--- src/rtl/sifive_reset_request.sv ---
// sifive_reset_request: upstream reset-request stage on the free-running board clock.
// Holds areset high until all PLLs are locked, the lock has been stable for
// STABLE_CYCLES, and no pushbutton or software reset request is pending.
// Keeps a sticky reset-cause register for debug.
// Optional build macro: RESET_LOCK_REARM_EN -- when defined, lock loss in RUN
// re-enters ASSERT; when undefined, lock loss in RUN is only recorded in cause[2].
module sifive_reset_request #(
  parameter int unsigned N_LOCKS           = 2,
  parameter int unsigned BTN_DEBOUNCE_BITS = 16,
  parameter int unsigned MIN_ASSERT_CYCLES = 64,
  parameter int unsigned STABLE_CYCLES     = 1024
) (
  input  logic               clock,
  input  logic               reset,
  input  logic [N_LOCKS-1:0] pll_locked,
  input  logic               button,
  input  logic               sw_req,
  input  logic               cause_clr,
  output logic               areset,
  output logic [1:0]         state,
  output logic [2:0]         cause
);

  // Shared FSM counter covers the longer of the two timed states.
  localparam int unsigned CNT_MAX = (MIN_ASSERT_CYCLES > STABLE_CYCLES) ?
                                    MIN_ASSERT_CYCLES : STABLE_CYCLES;
  localparam int unsigned CNT_W   = $clog2(CNT_MAX);
  localparam int unsigned DB_W    = BTN_DEBOUNCE_BITS;

  localparam logic [CNT_W-1:0] MIN_LAST = CNT_W'(MIN_ASSERT_CYCLES - 1);
  localparam logic [CNT_W-1:0] STB_LAST = CNT_W'(STABLE_CYCLES - 1);
  localparam logic [DB_W-1:0]  DB_LAST  = '1;

  typedef enum logic [1:0] {
    ST_ASSERT    = 2'd0,
    ST_WAIT_LOCK = 2'd1,
    ST_STABLE    = 2'd2,
    ST_RUN       = 2'd3
  } state_t;

  logic [N_LOCKS-1:0] lock_s1, lock_s2;
  logic               btn_s1, btn_s2;
  logic [DB_W-1:0]    db_cnt;
  logic               btn_db, btn_db_q;
  logic               lock_ok_q;
  state_t             state_q;
  logic [CNT_W-1:0]   cnt;
  logic               areset_q;
  logic [2:0]         cause_q;

  logic lock_ok;
  logic btn_rise;
  logic req;
  logic lock_lost;

  assign lock_ok   = &lock_s2;
  assign btn_rise  = btn_db & ~btn_db_q;
  assign req       = sw_req | btn_rise;
  assign lock_lost = lock_ok_q & ~lock_ok & (state_q == ST_RUN);

  assign areset = areset_q;
  assign state  = state_q;
  assign cause  = cause_q;

  // Two-flop synchronizers for the asynchronous lock and button inputs.
  always_ff @(posedge clock) begin
    if (reset) begin
      lock_s1   <= '0;
      lock_s2   <= '0;
      btn_s1    <= 1'b0;
      btn_s2    <= 1'b0;
      lock_ok_q <= 1'b0;
    end else begin
      lock_s1   <= pll_locked;
      lock_s2   <= lock_s1;
      btn_s1    <= button;
      btn_s2    <= btn_s1;
      lock_ok_q <= lock_ok;
    end
  end

  // Button debounce: btn_db follows the synced button after a full quiet window.
  always_ff @(posedge clock) begin
    if (reset) begin
      db_cnt   <= '0;
      btn_db   <= 1'b0;
      btn_db_q <= 1'b0;
    end else begin
      btn_db_q <= btn_db;
      if (btn_s2 != btn_db) begin
        if (db_cnt == DB_LAST) begin
          btn_db <= ~btn_db;
          db_cnt <= '0;
        end else begin
          db_cnt <= db_cnt + DB_W'(1);
        end
      end else begin
        db_cnt <= '0;
      end
    end
  end

  // Reset-request FSM; areset is registered from the next state.
  always_ff @(posedge clock) begin
    if (reset) begin
      state_q  <= ST_ASSERT;
      cnt      <= '0;
      areset_q <= 1'b1;
    end else begin
      case (state_q)
        ST_ASSERT: begin
          if (req) begin
            cnt <= '0;
          end else if (cnt == MIN_LAST) begin
            state_q <= ST_WAIT_LOCK;
            cnt     <= '0;
          end else begin
            cnt <= cnt + CNT_W'(1);
          end
        end
        ST_WAIT_LOCK: begin
          if (req) begin
            state_q <= ST_ASSERT;
            cnt     <= '0;
          end else if (lock_ok && !btn_db) begin
            state_q <= ST_STABLE;
            cnt     <= '0;
          end
        end
        ST_STABLE: begin
          if (req) begin
            state_q <= ST_ASSERT;
            cnt     <= '0;
          end else if (!lock_ok || btn_db) begin
            state_q <= ST_WAIT_LOCK;
            cnt     <= '0;
          end else if (cnt == STB_LAST) begin
            state_q  <= ST_RUN;
            cnt      <= '0;
            areset_q <= 1'b0;
          end else begin
            cnt <= cnt + CNT_W'(1);
          end
        end
        ST_RUN: begin
          if (req) begin
            state_q  <= ST_ASSERT;
            cnt      <= '0;
            areset_q <= 1'b1;
          end
`ifdef RESET_LOCK_REARM_EN
          else if (!lock_ok) begin
            state_q  <= ST_ASSERT;
            cnt      <= '0;
            areset_q <= 1'b1;
          end
`endif
        end
        default: begin
          state_q  <= ST_ASSERT;
          cnt      <= '0;
          areset_q <= 1'b1;
        end
      endcase
    end
  end

  // Sticky reset cause; a same-cycle set wins over cause_clr.
  always_ff @(posedge clock) begin
    if (reset) begin
      cause_q <= 3'b000;
    end else begin
      cause_q <= (cause_clr ? 3'b000 : cause_q) | {lock_lost, sw_req, btn_rise};
    end
  end

endmodule

--- config.mk ---
export PLATFORM = sky130hd
export DESIGN_NAME = sifive_reset_request
export DESIGN_NICKNAME = d
export VERILOG_FILES = /design/src/rtl/sifive_reset_request.sv
export SDC_FILE = /design/constraint.sdc
export NUM_CORES = 1
export LEC_CHECK = 0
export ABC_AREA = 0
export ABC_CLOCK_PERIOD_IN_PS = 4000
export CAP_MARGIN = 40
export CORE_MARGIN = 8
export CORE_UTILIZATION = 40
export DETAILED_ROUTE_END_ITERATION = 12
export GPL_TIMING_DRIVEN = 0
export MAX_ROUTING_LAYER = met4
export PLACE_DENSITY = 0.54
export SLEW_MARGIN = 10
export SYNTH_ARGS = -nofsm -noshare
export SYNTH_HDL_FRONTEND = slang
export SYNTH_SLANG_ARGS = --single-unit
--- constraint.sdc ---
create_clock -name clock -period 4 [get_ports clock]
set_input_delay 1.2 -clock clock [delete_from_list [all_inputs] [get_ports clock]]
set_output_delay 1.2 -clock clock [all_outputs]
set_load 0.005 [all_outputs]
==> run summary <==
### Power and ir drop
• leakage power: 0.6928 nW
• cell-internal power: 0.5630 mW
• switching power summed over all nets: 0.1478 mW
• Max rail drop VDD: 198.0 uV
• Combinational Power Share: 3.7%
• sw frac: 20.79%
• sequential cell fraction of total power: 58.5%
• fraction of power consumed by the clock network: 37.8%
• areal power density over the cells: 353.7 nW/um^2

### Clock tree
• H-tree depth: 2
• buffers inserted by post-CTS timing repair: 0
• count of cells resized by post-cts repair: 0
• clock net sink count: 41
• buffer cell driving the clock tree root: sky130_fd_sc_hd__clkbuf_8
• number of buffers added by the clock tree synthesis step: 5
• maximum root-to-sink buffer count: 2
• register clock-pin slew on the reported worst setup and hold paths: 0.08 ns
• TritonCTS clock tree: yes
• Skew-Pair Late Insertion Delay: 0.28 ns
• total of hold buffers inserted after clock tree synthesis: 0

### Floorplanning
• core region area: 4264 um^2
• horizontal die dimension: 81.92 um
• Row Count: 24
• Starting Density: 40.76%
• Vert. Die Dim: 81.92 um
• die area: 6710 um^2
• Top-Level Pins: 13

### Route
• drt drc: 0
• routed wire length: 3.486 mm
• ANT nets after route: 0
• DRT Pass-1 Iters: 4
• via-per-instance ratio: 5.286
• Via Count: 1422
• DRC marker count from the first detailed-route iteration: 68
• Routed wire per std cell: 12.96 um

### Placed design
• placer congestion estimate: 0.8628
• number of placed instances with taps included: 262
• number of input and output port buffers inserted: 12
• half-perimeter wire length of the detailed placement result: 2.544 mm
• Placed Area: 1923 um^2

### Final layout
• Syn-to-layout area delta: 15.62%
• NumNets Final: 226
• post-route standard cell area excluding fillers: 2009 um^2
• antenna diode instance count: 0
• fraction of final layout cells with drive strength greater than 1: 5.530%
• Non-Filler Instances: 269

### Status
• result of the run: finished clean

### GRT
• met2 GRT Util: 18.23%
• antenna violations before repair: 0
• wire length of the first global-routing pass: 5.975 mm
• GR Layer Usage met1: 13.55%
• GR Util met3: 3.939%
• total gr overflow: 0
• pin count of the biggest net entering global routing: 12
• GR Util All Layers: 11.91%
• number of global-route vias before repair: 1380
• peak-usage layer in the global routing report: met2

### Critical path
• required time of the worst setup path: 4.18 ns
• biggest fanout along the worst timing path: 6
• WS Path Type: primary input to flop
• kind of end point of the critical path: flop
• worst endpoint data arrival time: 3.13 ns
• kind of start point of the critical path: primary input

### Yosys
• top post-synthesis cells by count: sky130_fd_sc_hd__dfxtp_1, sky130_fd_sc_hd__nor2_1, sky130_fd_sc_hd__nand2_1
• library cell with the highest instance count after synthesis: sky130_fd_sc_hd__dfxtp_1
• number of flip-flops and latches in the synthesized netlist: 41
• cell type with the largest total area after synthesis: sky130_fd_sc_hd__dfxtp_1
• count of flip-flops with a built-in enable after synthesis: 0
• sequential fraction of the synthesis area: 47.23%
• number of nets produced by synthesis: 207
• leading register cell type out of synthesis: sky130_fd_sc_hd__dfxtp_1
• Mean Syn Cell Area: 8.777 um^2
• Synth top area share: 47.23%
• gate count of the mapped netlist: 198
• count of distinct cell types in the synthesized netlist: 38
• most area-consuming cells after synthesis: sky130_fd_sc_hd__dfxtp_1, sky130_fd_sc_hd__nor2_1, sky130_fd_sc_hd__xor2_1
• async set-or-reset flop fraction in the synthesized netlist: 0%
• cell area after synthesis: 1738 um^2
• warning count from the yosys run: 0

### STA
• final setup TNS: 0 ns
• Max Fclk: 0.3394 GHz
• Setup-failing EPs final: 0
• final count of hold timing violations: 0
• Max Clock Skew: 0.005776 ns
• worst hold margin: 0.4454 ns
• tightest slew margin relative to the limit: 66.67%
• worst-margin pin slew: 0.4931 ns
• post-route fraction of the period consumed by the critical path: 73.66%
• time the final worst path needs with I/O delays and setup: 2.946 ns
• unrepaired setup endpoints after global routing: no
• count of pins over their slew limit: 0

### Job
• max-cap viol count: 0

### Worst hold path
• kind of path behind the tightest hold check: flop to flop

## cell usage in the layout (no fill, tap or decap), types with 2 or more instances in the layout
cell	n
sky130_fd_sc_hd__nand3_1	15
sky130_fd_sc_hd__nand2b_1	2
sky130_fd_sc_hd__clkbuf_8	6
sky130_fd_sc_hd__nand2_1	16
sky130_fd_sc_hd__and4_1	3
sky130_fd_sc_hd__inv_1	5
sky130_fd_sc_hd__ha_1	2
sky130_fd_sc_hd__a211oi_1	3
sky130_fd_sc_hd__nor3_1	2
sky130_fd_sc_hd__nor2b_1	11
sky130_fd_sc_hd__dfxtp_1	41
sky130_fd_sc_hd__nor4_1	2
sky130_fd_sc_hd__and3_1	5
sky130_fd_sc_hd__clkdlybuf4s50_1	12
sky130_fd_sc_hd__nand3b_1	3
sky130_fd_sc_hd__xor2_1	10
sky130_fd_sc_hd__nand4_1	3
sky130_fd_sc_hd__clkbuf_1	4
sky130_fd_sc_hd__nor3b_1	2
sky130_fd_sc_hd__or3_1	4
sky130_fd_sc_hd__o21ai_0	7
sky130_fd_sc_hd__a21oi_1	6
sky130_fd_sc_hd__a31oi_1	5
sky130_fd_sc_hd__xnor2_1	5
sky130_fd_sc_hd__nor2_1	28
## state kept, by name, summed over array words and instances, names as in the netlist
name       cells
db_cnt        16
areset         1
btn_db_q       1
lock_s1        2
btn_db         1
lock_s2        2
cnt           10
btn_s1         1
state          2
cause          3
btn_s2         1
lock_ok_q      1
## cells by family (layout without fill, tap and decap cells)
logic type                 after synthesis  in the layout  share of synthesized area [%]
buffers and inverters                   10             29                          2.448
and+or+nand+nor                        102            102                          30.96
muxes                                    1              1                         0.6479
adders and majority gates                2              2                          1.440
DFF                                     41             41                          47.23
AOI/OAI and AO/OA                       27             27                          9.720
xor gates and xnor gates                15             15                          7.559
## power by group through the flow
stage	combinational, mW	clock, mW	sequential [mW]
2_1_floorplan	0.0140	0	0.425
3_3_place_gp	0.0257	0	0.425
3_5_place_dp	0.0263	0	0.425
4_1_cts	0.0264	0.282	0.416
5_1_grt	0.0291	0.297	0.416
6_report	0.0261	0.269	0.416
## worst max-delay path, stage by stage
cell and delay, ns:
sky130_fd_sc_hd__clkdlybuf4s50_1 0.47, sky130_fd_sc_hd__nand2b_1 0.17, sky130_fd_sc_hd__or4_4 0.46, sky130_fd_sc_hd__or4_1 0.53, sky130_fd_sc_hd__a211o_1 0.30
## layout make-up
| type | count | area (um^2) |
|---|---|---|
| Sequential cell | 41 | 820.8 |
| Fill cell | 413 | 2255 |
| Timing Repair Buffer | 12 | 120.1 |
| Clock buffer | 7 | 86.33 |
| Multi-Input combinational cell | 147 | 874.6 |
| Buffer | 5 | 23.77 |
| Inverter | 5 | 18.77 |
| Tap cell | 52 | 65.06 |
## through the flow
| step | setup WS [ns] | util, % | power [mW] |
|---|---|---|---|
| after global placement | 0.7421 | 45.10 | 0.4510 |
| after detailed placement | 0.7458 | 45.10 | 0.4517 |
| after CTS | 1.062 | 47.12 | 0.7239 |
| after global routing | 1.012 | 47.12 | 0.7422 |
| after floorplan | 1.341 | - | 0.4388 |
| final | 1.054 | 47.12 | 0.7108 |
## metal layers
layer  routed length (um)  up-vias
met3                  127        2
met2                 1648       22
met4                   35        0
met1                 1674      672
met5                    0        -
li1                     -      726
## final timing paths
check | startpoint | cells after the start | to | slack [ns]
worst max register to register | state[1] | 6 | cnt[4] | 1.91
worst max-delay path | sw_req | 5 | areset | 1.05
worst min register to register | btn_s1 | 1 | btn_s2 | 0.45
worst min-delay path | btn_s1 | 1 | btn_s2 | 0.45
No activity file was read; power rests on OpenSTA's default activity.
